[src/rtl/tcp_sched_pkg.sv]
// ----------------------------------------------------------------------------
// tcp_sched_pkg
// Shared types for the TCP per-flow pending-work scheduler.
//   sched_cmd_e  : per-flag command op (SET / CLEAR / NOP; raw value 3 acts as NOP)
//   SCHED_FLAG_* : bit positions of the default flag set
//   sched_cmd_t / sched_data_t : packed command / output records for the
//                  default configuration (16 flows, 3 flags)
// ----------------------------------------------------------------------------
package tcp_sched_pkg;

   typedef enum logic [1:0] {
      SCHED_SET   = 2'd0,
      SCHED_CLEAR = 2'd1,
      SCHED_NOP   = 2'd2
   } sched_cmd_e;

   localparam int SCHED_FLAG_DATA     = 0;
   localparam int SCHED_FLAG_ACK      = 1;
   localparam int SCHED_FLAG_RT       = 2;
   localparam int SCHED_NUM_FLAGS_DEF = 3;
   localparam int SCHED_NUM_FLOWS_DEF = 16;
   localparam int SCHED_FLOWID_W_DEF  = $clog2(SCHED_NUM_FLOWS_DEF);

   typedef struct packed {
      logic [SCHED_FLOWID_W_DEF-1:0]               flowid;
      sched_cmd_e [SCHED_NUM_FLAGS_DEF-1:0]        ops;
   } sched_cmd_t;

   typedef struct packed {
      logic [SCHED_FLOWID_W_DEF-1:0]  flowid;
      logic [SCHED_NUM_FLAGS_DEF-1:0] flags;
   } sched_data_t;

endpackage

[src/rtl/tcp_sched_rr_pick.sv]
// ----------------------------------------------------------------------------
// tcp_sched_rr_pick
// Combinational rotate-priority find-first. Searches i_req starting at i_ptr,
// upward, wrapping at NUM_FLOWS back to 0.
//   i_req : request vector, one bit per flow
//   i_ptr : search start index (always < NUM_FLOWS)
//   o_any : at least one request set
//   o_sel : index of the first request found
// ----------------------------------------------------------------------------
module tcp_sched_rr_pick #(
   parameter int NUM_FLOWS = 16,
   parameter int FLOWID_W  = $clog2(NUM_FLOWS)
) (
   input  logic [NUM_FLOWS-1:0] i_req,
   input  logic [FLOWID_W-1:0]  i_ptr,
   output logic                 o_any,
   output logic [FLOWID_W-1:0]  o_sel
);

   always_comb begin
      int idx;
      o_any = 1'b0;
      o_sel = '0;
      idx   = 0;
      for (int i = 0; i < NUM_FLOWS; i++) begin
         // ptr and i are both below NUM_FLOWS, so one subtraction wraps
         idx = int'(i_ptr) + i;
         if (idx >= NUM_FLOWS) idx = idx - NUM_FLOWS;
         if (!o_any && i_req[idx]) begin
            o_any = 1'b1;
            o_sel = FLOWID_W'(idx);
         end
      end
   end

endmodule

[src/rtl/tcp_flow_sched_table.sv]
// ----------------------------------------------------------------------------
// tcp_flow_sched_table
// Per-flow pending-work table. Producers set/clear flags per flow through
// NUM_CMD_PORTS command ports; flows with any flag set are round-robined into
// a single output register handed to the TX packet generator (valid/ready).
//   clk, rst_n     : clock, async active-low reset
//   cmd_val        : per-port command valid
//   cmd_flowid     : per-port flow id, port p at [p*FLOWID_W +: FLOWID_W]
//   cmd_ops        : per-port per-flag op, port p flag k at [(p*NUM_FLAGS+k)*2 +: 2]
//   cmd_rdy        : commands accepted (1 every cycle out of reset)
//   sched_val/rdy  : output handshake
//   sched_flowid   : scheduled flow
//   sched_flags    : flag snapshot taken when the flow was loaded
//   pend_flow_cnt  : registered count of nonzero table rows
// ----------------------------------------------------------------------------
module tcp_flow_sched_table
   import tcp_sched_pkg::*;
#(
   parameter int NUM_FLOWS     = 16,
   parameter int FLOWID_W      = $clog2(NUM_FLOWS),
   parameter int NUM_FLAGS     = 3,
   parameter int NUM_CMD_PORTS = 2
) (
   input  logic                                 clk,
   input  logic                                 rst_n,
   input  logic [NUM_CMD_PORTS-1:0]             cmd_val,
   input  logic [NUM_CMD_PORTS*FLOWID_W-1:0]    cmd_flowid,
   input  logic [NUM_CMD_PORTS*NUM_FLAGS*2-1:0] cmd_ops,
   output logic                                 cmd_rdy,
   output logic                                 sched_val,
   output logic [FLOWID_W-1:0]                  sched_flowid,
   output logic [NUM_FLAGS-1:0]                 sched_flags,
   input  logic                                 sched_rdy,
   output logic [FLOWID_W:0]                    pend_flow_cnt
);

   logic [NUM_FLOWS-1:0][NUM_FLAGS-1:0] r_tbl;
   logic [NUM_FLOWS-1:0][NUM_FLAGS-1:0] w_tbl_nxt;
   logic [FLOWID_W-1:0]                 r_ptr;
   logic                                r_sched_val;
   logic [FLOWID_W-1:0]                 r_sched_flowid;
   logic [NUM_FLAGS-1:0]                r_sched_flags;
   logic [FLOWID_W:0]                   r_cnt;
   logic                                r_cmd_rdy;

   logic [NUM_FLOWS-1:0]                w_nz;
   logic                                w_any;
   logic [FLOWID_W-1:0]                 w_sel;
   logic                                w_load;
   logic [FLOWID_W:0]                   w_cnt;

   logic [FLOWID_W-1:0] w_cmd_fid [NUM_CMD_PORTS];
   logic                w_cmd_hit [NUM_CMD_PORTS];
   logic [1:0]          w_cmd_op  [NUM_CMD_PORTS][NUM_FLAGS];

   // ---- command port unpacking ----
   for (genvar p = 0; p < NUM_CMD_PORTS; p++) begin : g_port
      assign w_cmd_fid[p] = cmd_flowid[p*FLOWID_W +: FLOWID_W];
      // out-of-range flow ids are dropped entirely
      assign w_cmd_hit[p] = cmd_val[p] &&
                            ({1'b0, w_cmd_fid[p]} < (FLOWID_W+1)'(NUM_FLOWS));
      for (genvar k = 0; k < NUM_FLAGS; k++) begin : g_flag
         assign w_cmd_op[p][k] = cmd_ops[(p*NUM_FLAGS+k)*2 +: 2];
      end
   end

   // ---- candidate selection ----
   for (genvar f = 0; f < NUM_FLOWS; f++) begin : g_nz
      assign w_nz[f] = |r_tbl[f];
   end

   tcp_sched_rr_pick #(
      .NUM_FLOWS (NUM_FLOWS),
      .FLOWID_W  (FLOWID_W)
   ) u_pick (
      .i_req (w_nz),
      .i_ptr (r_ptr),
      .o_any (w_any),
      .o_sel (w_sel)
   );

   assign w_load = (!r_sched_val || sched_rdy) && w_any;

   // ---- next table: load clear first, then commands in port order ----
   // A SET arriving alongside the load of the same flow therefore survives
   // and the flow is rescheduled later.
   always_comb begin
      w_tbl_nxt = r_tbl;
      if (w_load) w_tbl_nxt[w_sel] = '0;
      for (int p = 0; p < NUM_CMD_PORTS; p++) begin
         if (w_cmd_hit[p]) begin
            for (int k = 0; k < NUM_FLAGS; k++) begin
               if (w_cmd_op[p][k] == 2'(SCHED_SET))
                  w_tbl_nxt[w_cmd_fid[p]][k] = 1'b1;
               else if (w_cmd_op[p][k] == 2'(SCHED_CLEAR))
                  w_tbl_nxt[w_cmd_fid[p]][k] = 1'b0;
            end
         end
      end
   end

   always_comb begin
      w_cnt = '0;
      for (int f = 0; f < NUM_FLOWS; f++)
         w_cnt = w_cnt + {{FLOWID_W{1'b0}}, w_nz[f]};
   end

   // ---- state ----
   always_ff @(posedge clk or negedge rst_n) begin
      if (!rst_n) begin
         r_tbl          <= '0;
         r_ptr          <= '0;
         r_sched_val    <= 1'b0;
         r_sched_flowid <= '0;
         r_sched_flags  <= '0;
         r_cnt          <= '0;
         r_cmd_rdy      <= 1'b0;
      end else begin
         r_tbl     <= w_tbl_nxt;
         r_cnt     <= w_cnt;
         r_cmd_rdy <= 1'b1;
         if (w_load) begin
            r_sched_val    <= 1'b1;
            r_sched_flowid <= w_sel;
            r_sched_flags  <= r_tbl[w_sel];
            r_ptr          <= (w_sel == FLOWID_W'(NUM_FLOWS-1)) ? '0 : w_sel + 1'b1;
         end else if (sched_rdy) begin
            r_sched_val <= 1'b0;
         end
      end
   end

   assign cmd_rdy       = r_cmd_rdy;
   assign sched_val     = r_sched_val;
   assign sched_flowid  = r_sched_flowid;
   assign sched_flags   = r_sched_flags;
   assign pend_flow_cnt = r_cnt;

endmodule

[config.mk]
export PLATFORM = sky130hd
export DESIGN_NAME = tcp_flow_sched_table
export DESIGN_NICKNAME = d
export VERILOG_FILES = /design/src/rtl/tcp_sched_pkg.sv /design/src/rtl/tcp_sched_rr_pick.sv /design/src/rtl/tcp_flow_sched_table.sv
export SDC_FILE = /design/constraint.sdc
export NUM_CORES = 1
export LEC_CHECK = 0
export CAP_MARGIN = 20
export CORE_AREA = 4 4 134 136
export CTS_BUF_LIST = sky130_fd_sc_hd__clkbuf_4 sky130_fd_sc_hd__clkbuf_8 sky130_fd_sc_hd__clkbuf_16
export CTS_CLUSTER_SIZE = 40
export DETAILED_ROUTE_END_ITERATION = 6
export DIE_AREA = 0 0 138 140
export DONT_BUFFER_PORTS = 1
export GPL_TIMING_DRIVEN = 0
export PLACE_DENSITY = 0.7
export REMOVE_ABC_BUFFERS = 1
export SLEW_MARGIN = 40
export SYNTH_ARGS = -nofsm -noshare
export SYNTH_HDL_FRONTEND = slang
export SYNTH_SLANG_ARGS = --single-unit
[constraint.sdc]
create_clock -name clk -period 6.7 [get_ports clk]
set_input_delay 1.675 -clock clk [delete_from_list [all_inputs] [get_ports clk]]
set_output_delay 1.675 -clock clk [all_outputs]
set_load 0.02 [all_outputs]
==> metrics.md, run 1 <==
| Metric | Value |
|---|---|
| Worst Path Arrival | 6.33 ns |
| Final Hold Viols | 0 |
| MaxCap Viol Count | 0 |
| Number of global-route vias before repair | 6684 |
| DR DRC count | 0 |
| Worst Hold Path EP | sched_flowid[1]$_DFFE_PN0N_ |
| Hold Slack | 0.618 ns |
| Ranking of synthesized cells by area | dfrtp_1 22%, mux2i_1 11%, mux4_2 8.2% |
| CP startpoint kind | register |
| Drt initial violations | 830 |
| Die width | 138 µm |
| # diodes | 0 |
| # rows | 48 |
| Async SR Flop Fraction | 1.00 |
| Grt ovf | 0 |
| Avg Synthesized Cell Area | 8.65 µm² |
| Post-route clock skew | 0.00987 ns |
| Most common cell after layout, fill and taps aside | nand2_1 |
| Core ar. | 16900 µm² |
| Routed WL | 23100 µm |
| Post-Synth Simple-Gate Area | 0.205 |
| Synthesis Warnings | 0 |
| Status | finished, final reports clean |
| Setup WS pre-CTS | -0.0317 ns |
| CP max FO | 43 |
| Post-synth EDFFs | 0 |
| Routed length per instance | 22.2 µm |
| Sequential element share of the synthesized area | 0.224 |
| Worst reg-to-reg path cell count | 17 |
| Initial Utilization | 0.436 |
| Routed wl met2 | 10600 µm |
| Hold path start | sched_flowid[1]$_DFFE_PN0N_ |
| Antenna violations before repair | 0 |
| Adder-Cell Fraction of Synth Area | 0.0491 |
| Ys flop type | dfrtp_1 |
| Synth area leader | dfrtp_1 |
| Largest family of logic cells by synthesized area | compound AO/OA/AOI/OAI gates |
| Clk sink count | 66 |
| Gpl congestion | 0.957 |
| Max Buffers Root-to-Sink | 2 |
| Hold Buf Count CTS | 0 |
| Reg2reg start | r_ptr[0]$_DFFE_PN0N_ |
| TritonCTS clock tree | done |
| Global-route wire length before repair | 36400 µm |
| Max Fclk | 163 MHz |
| DR top layer | met4 |
| Number of synthesized register bits | 66 |
| FF-to-FF End | r_tbl[3]$_DFF_PN0_ |
| CP endpoint kind | register |
| First-pass DRT Iterations | 5 |
| Setup WS post-layout | 0.582 ns |
| Area Growth Syn to Fin | 5.45% |
| GRT Util Overall | 0.233 |
| Unrepaired setup endpoints after global routing | no |
| CP required | 6.91 ns |
| Synth unique cells | 83 |
| Via count | 6953 |
| PortBufs | 0 |
| Nets@finish | 861 |
| Post-synthesis compound-gate area fraction | 0.221 |
| Critical path class | register to register |
| Max-slew violation total from the final report | 0 |
| Mapped Cells | 854 |
| DRT met1 WL | 9630 µm |
| Most frequent cells in the layout | 105 x nand2_1, 78 x mux2i_1, 62 x dfrtp_1 |
| R2R setup slack | 0.58 ns |
| Synth top area share | 0.224 |
| Die area | 19300 µm² |
| Post-synthesis xor/xnor area fraction | 0.0249 |
| Fin crit period | 6.12 ns |
| Vias per std cell | 6.67 |
| I/O pin count | 39 |
| Worst-margin pin slew | 0.879 ns |
| Synthesized area | 7390 µm² |
| Antenna viol nets, final | 0 |
| Post-DP HPWL | 17000 µm |
| Layout cells sized above 1 | 0.135 |
| Routed length on met3 | 2060 µm |
| CTS buffer count | 9 |
| Setup TNS Final | 0 ns |
| HP Class | register to register |
| Number of stages on the worst hold path | 2 |
| Clock transition at path regs | 0.06 ns |
| Final period util | 0.913 |
| Largest net degree at the start of global routing | 67 |
| Final setup viols | 0 |
| Clk_lat worst skew | 0.34 ns |
| Fin util | 0.460 |
| H-Tree Depth | 3 |
| Multiplexer area fraction after synthesis | 0.205 |
| Die Y | 140 µm |
| CP Launch Point | r_ptr[0]$_DFFE_PN0N_ |
| Worst rel slew slack | 0.399 |
| Clk root buf | clkbuf_16 |
==> state kept, by name (all words and copies together), names as in the netlist <==
register / flops
cmd_rdy: 1
pend_flow_cnt: 5
r_ptr: 4
r_tbl: 48
sched_flags: 3
sched_flowid: 4
sched_val: 1
==> critical path, stage by stage, from the launching register on <==
cell and delay (ns):
dfrtp_4 0.69, clkinvlp_4 0.41, ha_4 0.50, nor4_1 0.46, a2111oi_0 0.24, o41ai_1 0.68
o21ai_1 0.36, and3_1 0.29, o31ai_1 0.23, o32ai_1 0.17, a211oi_4 0.31, buf_4 0.25
buf_4 0.24, ha_1 0.23, nand2_1 0.10, nor3_1 0.43, o21ai_0 0.16, a22o_1 0.24
==> metrics by stage <==
stage / cell area [µm²] / cells
after global routing: 7790 / 1042
after detailed placement: 7470 / 1024
after global placement: 7360 / 1021
after CTS: 7750 / 1040
after floorplan: 7070 / 796
final: 7790 / 1042
==> worst max path at each step <==
| stage | to |
|---|---|
| finish | r_tbl[3]$_DFF_PN0_ |
| global route | r_tbl[3]$_DFF_PN0_ |
| CTS | r_tbl[3]$_DFF_PN0_ |
| detailed placement | r_tbl[3]$_DFF_PN0_ |
| global placement | r_tbl[3]$_DFF_PN0_ |
| floorplan | r_tbl[3]$_DFF_PN0_ |
==> Yosys cell counts (all sizes together) (10+ instances only) <==
cell,n
o21ai,20
dfrtp,66
buf,30
a22oi,11
a2bb2oi,19
nand2b,20
inv,56
ha,13
clkbuf,28
fa,10
nand2,106
nor4,18
a32oi,28
mux2i,81
o22ai,35
nand3,17
xnor2,10
mux4,27
a21oi,26
nor2,58
nor2b,19
a2111oi,12
nor3,38
==> cell families after synthesis <==
logic type	after synthesis
compound gates	216
xor+xnor	18
fa+ha+maj	23
buf+inv	114
flops	66
mux	113
other cells	1
simple gates	303
==> final cells by class <==
cell class | instances | area [µm²]
clock buffers | 12 | 254
clock inverters | 3 | 17.5
fillers | 1657 | 9150
inverters | 56 | 214
multi-input cells | 674 | 5300
flip-flops and latches | 66 | 1660
well taps | 225 | 282
repair buffers | 5 | 57.6
repair inverters | 1 | 5.00
==> layer usage <==
layer  vias to the layer above  global-route usage
li1                       3126                   -
met1                      3375               0.310
met2                       394               0.371
met3                        58              0.0478
met4                         0              0.0983
met5                         -                   0
==> repair_timing <==
item / in CTS / in global routing
buffers inserted: 0 / 2
resized for setup: 1 / 2
pin swaps: 0 / 2
endpoints found under the setup margin: 1 / 39
gates cloned: 1 / 0
Power of run 1 is not shown: default switching activity piles up to over one toggle a cycle in this logic, so the estimate is an artifact.
==> run 2: changes to the inputs <==
Settings changed: CORE_AREA 4 4 134 136 to 4 4 111 113, DIE_AREA 0 0 138 140 to 0 0 115 117, MAX_ROUTING_LAYER from default to met4, PLACE_DENSITY 0.7 to 0.92.
==> metrics.md, run 2 (synthesis results as in run 1) <==
| Metric | Value |
|---|---|
| Status | finished, final reports clean |
| Initial Utilization | 0.652 (+0.216) |
| CTS buffer count | 9 (unchanged) |
| Fillers | 842 (-49%) |
| Die area | 13500 µm² (-30%) |
| HP Class | register to register |
| Final Hold Viols | 0 (unchanged) |
| Max-slew violation total from the final report | 0 (unchanged) |
| WP buf/inv | 2 (-1) |
| Antenna violations before repair | 0 (unchanged) |
| Clk_lat worst skew | 0.34 ns (about the same) |
| Reg area | 1660 µm² (unchanged) |
| Worst Path Arrival | 6.58 ns (+0.25 ns) |
| Routed length per instance | 23.9 µm (+7.9%) |
| # rows | 39 (-19%) |
| Nets@finish | 861 (unchanged) |
| Max Fclk | 157 MHz (-3.7%) |
| DR DRC count | 0 (unchanged) |
| Die width | 115 µm (-17%) |
| Worst-margin pin slew | 0.845 ns (-0.0336 ns) |
| Core ar. | 11300 µm² (-33%) |
| Post-DP HPWL | 16000 µm (-5.7%) |
| Most frequent cells in the layout | 105 x nand2_1, 78 x mux2i_1, 62 x dfrtp_1 |
| Largest stage delay, worst path | 0.75 ns (+0.06 ns) |
| Hold Buf Count CTS | 0 (unchanged) |
| Hold Slack | 0.628 ns (+0.00947 ns) |
| Reg with most FFs | r_tbl |
| Fin crit period | 6.35 ns (+0.233 ns) |
| Clk root buf | clkbuf_16 |
| Area Growth Syn to Fin | 5.12% |
| CP required | 6.93 ns (+0.02 ns) |
| I/O pin count | 39 (unchanged) |
| CP max FO | 43 (unchanged) |
| Slowest cell on the critical path | o41ai_2 |
| Vias per std cell | 7.65 (+15%) |
| PortBufs | 0 (unchanged) |
| Area of the multi-input gates | 5300 µm² (about the same) |
| Max Buffers Root-to-Sink | 2 (unchanged) |
| Cell breakdown of the critical path | clkinvlp_4 > ha_4 > nor4_1 > a2111oi_1 > o41ai_2 > nand2_2 > or4_4 > o311ai_1 > a41oi_1 > nor2_4 > buf_16 > ha_1 > nand2_1 > nor3_1 > o21ai_0 > a22o_1 |
| Top delay family on crit path | simple AND/OR/NAND/NOR gates |
| Grt ovf | 0 (unchanged) |
| Antenna viol nets, final | 0 (unchanged) |
| First-pass DRT Iterations | 6 (+1) |
| Final period util | 0.948 (+0.0348) |
| TritonCTS clock tree | done |
| H-Tree Depth | 3 (unchanged) |
| Clock transition at path regs | 0.06 ns (about the same) |
| Number of global-route vias before repair | 6971 (+4.3%) |
| Via count | 7349 (+5.7%) |
| MaxCap Viol Count | 0 (unchanged) |
| Post-route clock skew | 0.00820 ns (-0.00167 ns) |
| Global-route wire length before repair | 36300 µm (-0.34%) |
| Unrepaired setup endpoints after global routing | no |
| Final setup viols | 0 (unchanged) |
| GRT Util Overall | 0.354 (+0.122) |
| Worst rel slew slack | 0.431 (+0.0324) |
| CP startpoint kind | register |
| Drt initial violations | 1172 (+41%) |
| Most common cell after layout, fill and taps aside | nand2_1 |
| # diodes | 0 (unchanged) |
| Die Y | 117 µm (-16%) |
| Clk sink count | 66 (unchanged) |
| Routed WL | 23000 µm (-0.49%) |
| Largest net degree at the start of global routing | 67 (unchanged) |
| Max reg flops | 48 (unchanged) |
| Layout cells sized above 1 | 0.136 (+0.00106) |
| Critical path class | register to register |
| Gpl congestion | 1.03 (+7.5%) |
| CP endpoint kind | register |
-- run 2: changes by cell type in the layout (fill, tap and decap cells not counted) --
cell and change:
buf_6 +1, nor2b_4 -1, clkinvlp_4 -1, nor2b_2 +1, clkinv_4 +3, clkinv_2 -2
clkbuf_8 -1, inv_6 +1, bufinv_16 +3, buf_4 -1, clkbuf_4 -2
-- run 2: stage by stage --
| stage | area, µm² | TNS (ns) | setup WS [ns] | utilization | instances |
|---|---|---|---|---|---|
| after global placement | 7250 | -123.02 | -2.72 | 0.641 | 939 |
| after global routing | 7760 | 0 | 0.101 | 0.686 | 961 |
| final | 7760 | 0 | 0.349 | 0.686 | 961 |
| after CTS | 7720 | 0 | 0.0673 | 0.682 | 960 |
| after detailed placement | 7360 | 0 | 0.0709 | 0.650 | 943 |
| after floorplan | 7070 | -2.85 | -0.306 | - | 796 |
-- run 2: routing by layer --
metal,share of wire,wire (µm),track usage,vias up
met2,0.45,10400,0.527,666
li1,-,-,-,3136
met1,0.36,8340,0.438,3390
met4,0.055,1260,0.196,0
met5,0,0,-,-
met3,0.13,3050,0.0987,157
-- run 2: timing repair --
item | CTS | global route
setup buffers | 0 | 1
setup endpoints to repair | 1 | 37
pin swaps | 0 | 1
cloned | 1 | 0
gates resized for setup | 2 | 2
-- run 2: layout make-up --
type                       count  share of cell area
sequential                    66               0.214
tap                          143              0.0230
timing repair buffer           5             0.00790
inverter                      56              0.0276
timing repair inverter         1            0.000645
multi-input combinational    674               0.682
clock inverter                 7              0.0161
clock buffer                   9              0.0290
-- run 2: path summary, 6_finish.rpt --
path                                        startpoint                          end  slack (ns)  cells after the start
max in group asynchronous                        rst_n         r_ptr[0]$_DFFE_PN0N_        5.54                      0
setup / recovery                  r_ptr[0]$_DFFE_PN0N_           r_tbl[3]$_DFF_PN0_        0.35                     16
hold reg to reg            sched_flowid[1]$_DFFE_PN0N_  sched_flowid[1]$_DFFE_PN0N_        0.63                      2
min in group asynchronous                        rst_n          r_tbl[40]$_DFF_PN0_        1.03                      0
hold / removal             sched_flowid[1]$_DFFE_PN0N_  sched_flowid[1]$_DFFE_PN0N_        0.63                      2
setup reg to reg                  r_ptr[0]$_DFFE_PN0N_           r_tbl[3]$_DFF_PN0_        0.35                     16
-- run 2: worst min-delay path, stage by stage (launching register included) --
cell,delay [ns]
dfrtp_1,0.45
nand2_1,0.07
o21ai_0,0.07
Power of run 2 is left out for the same reason.
==> run 3: changes to the inputs <==
Settings changed: CORE_AREA 4 4 111 113 to 2 2 109 111, DIE_AREA 0 0 115 117 to 0 0 111 113.
==> metrics.md, run 3 (synthesis results as in run 1) <==
| Metric | Value |
|---|---|
| H-Tree Depth | 3 (unchanged) |
| Post-DP Area | 7350 µm² (-0.15%) |
| Layout cells sized above 1 | 0.134 (-0.00212) |
| Status | finished with violations |
| Critical path class | register to register |
| PortBufs | 0 (unchanged) |
| Largest net degree at the start of global routing | 67 (unchanged) |
| Drt initial violations | 1184 (+1.0%) |
| First-pass DRT Iterations | 7 (+1) |
| Violated checks | design-rule violations |
| Most common cell after layout, fill and taps aside | nand2_1 |
| Setup WS post-layout | 0.235 ns (-0.114 ns) |
| Clk sink count | 66 (unchanged) |
| HP Class | register to register |
| CTS buffer count | 9 (unchanged) |
| Worst-margin pin slew | 0.898 ns (+0.0525 ns) |
| Die width | 111 µm (-3.5%) |
| Worst Path Arrival | 6.70 ns (+0.12 ns) |
| Worst rel slew slack | 0.400 (-0.0310) |
| CP Launch Point | r_ptr[0]$_DFFE_PN0N_ |
| Max Fclk | 155 MHz (-1.8%) |
| I/O pin count | 39 (unchanged) |
| Post-route clock skew | 0.00800 ns (-0.000206 ns) |
| Routed length per instance | 23.7 µm (-0.82%) |
| MaxCap Viol Count | 0 (unchanged) |
| Reg with most FFs | r_tbl |
| Vias per std cell | 7.65 (about the same) |
| Post-DP HPWL | 15900 µm (-0.72%) |
| Nets@finish | 859 (-0.23%) |
| Area Growth Syn to Fin | 4.29% |
| Die area | 12500 µm² (-6.8%) |
| Reg2reg start | r_ptr[0]$_DFFE_PN0N_ |
| Antenna violations before repair | 0 (unchanged) |
| # rows | 39 (unchanged) |
| CP endpoint kind | register |
| Routed WL | 22800 µm (-1.0%) |
| Max-slew violation total from the final report | 0 (unchanged) |
| # diodes | 0 (unchanged) |
| TritonCTS clock tree | done |
| Antenna viol nets, final | 0 (unchanged) |
| Fin crit period | 6.46 ns (+0.114 ns) |
| Worst reg-to-reg path cell count | 16 (unchanged) |
| Fin util | 0.683 (-0.00247) |
| Number of global-route vias before repair | 6822 (-2.1%) |
| Setup TNS Final | 0 ns (unchanged) |
| Final setup viols | 0 (unchanged) |
| Gpl congestion | 1.02 (-0.65%) |
| Clk_lat worst skew | 0.34 ns (about the same) |
| Most frequent cells in the layout | 105 x nand2_1, 78 x mux2i_1, 62 x dfrtp_1 |
| Core ar. | 11300 µm² (-0.43%) |
| Max Buffers Root-to-Sink | 2 (unchanged) |
| Hold Buf Count CTS | 0 (unchanged) |
| Fillers | 828 (-1.7%) |
| Unrepaired setup endpoints after global routing | no |
| Area of the multi-input gates | 5290 µm² (about the same) |
| Global-route wire length before repair | 36100 µm (-0.66%) |
| Reg area | 1660 µm² (unchanged) |
| DR DRC count | 8 (+8) |
| CP startpoint kind | register |
| Via count | 7332 (-0.23%) |
| Grt ovf | 0 (unchanged) |
| Clock transition at path regs | 0.06 ns (about the same) |
| Setup WS pre-CTS | 0.128 ns (+0.0572 ns) |
| Initial Utilization | 0.655 (+0.00282) |
| Max reg flops | 48 (unchanged) |
| Design Area, Final | 7700 µm² (-0.79%) |
| CP required | 6.93 ns (about the same) |
| Final Hold Viols | 0 (unchanged) |
| Clk root buf | clkbuf_16 |
| Number of stages on the worst hold path | 2 (unchanged) |
| Hold path start | sched_flowid[3]$_DFFE_PN0N_ |
| CP max FO | 43 (unchanged) |
| GRT Util Overall | 0.370 (+0.0160) |
| Final period util | 0.965 (+0.0171) |
| Die Y | 113 µm (-3.4%) |
run 3: cell types whose count changed in the layout (fill, tap and decap cells not counted), sizes merged:
| cell | before | now |
|---|---|---|
| inv | 56 | 57 |
| clkbuf | 9 | 11 |
| clkinv | 3 | 0 |
| bufinv | 3 | 1 |
| buf | 5 | 4 |
| clkinvlp | 2 | 3 |
run 3: path summary, 6_finish.rpt:
path	end	slack, ns
min in group asynchronous	r_tbl[30]$_DFF_PN0_	1.03
min reg2reg	sched_flowid[3]$_DFFE_PN0N_	0.63
min	sched_flowid[3]$_DFFE_PN0N_	0.63
max	r_tbl[3]$_DFF_PN0_	0.24
max reg2reg	r_tbl[3]$_DFF_PN0_	0.24
max in group asynchronous	r_ptr[1]$_DFFE_PN0N_	5.53
run 3: timing repair:
item	4_1_cts	5_1_grt
resized for setup	0	1
buffers inserted	0	1
endpoints found under the setup margin	0	3
run 3: worst max-delay path, stage by stage, from the launching register on:
cell	delay, ns
dfrtp_4	0.64
inv_2	0.44
ha_2	0.63
nor4_1	0.51
a2111oi_0	0.19
o41ai_2	0.70
nand2_2	0.23
or4_4	0.56
o311ai_1	0.42
a41oi_1	0.18
nor2_4	0.44
buf_16	0.22
ha_1	0.23
nand2_1	0.12
nor3_1	0.45
o21ai_0	0.14
a22o_1	0.22
run 3: through the flow:
step,hold slack [ns],instances
6_report,0.628,959
3_3_place_gp,0.619,939
3_5_place_dp,0.618,942
5_1_grt,0.661,959
2_1_floorplan,0.580,796
4_1_cts,0.631,958
run 3: routing by layer:
layer / share of wire / global-route usage / vias up / wire, µm
li1: - / - / 3129 / -
met1: 0.36 / 0.469 / 3365 / 8120
met2: 0.46 / 0.573 / 682 / 10400
met3: 0.13 / 0.0728 / 156 / 2910
met4: 0.058 / 0.184 / 0 / 1320
met5: 0 / - / - / 0
run 3: area by class of cell:
class,instances,area share
clock buffers,11,0.0328
inverters,56,0.0273
repair buffers,4,0.00650
flip-flops and latches,66,0.215
well taps,143,0.0232
multi-input cells,674,0.687
clock inverters,5,0.00796
Power of run 3 is left out for the same reason.
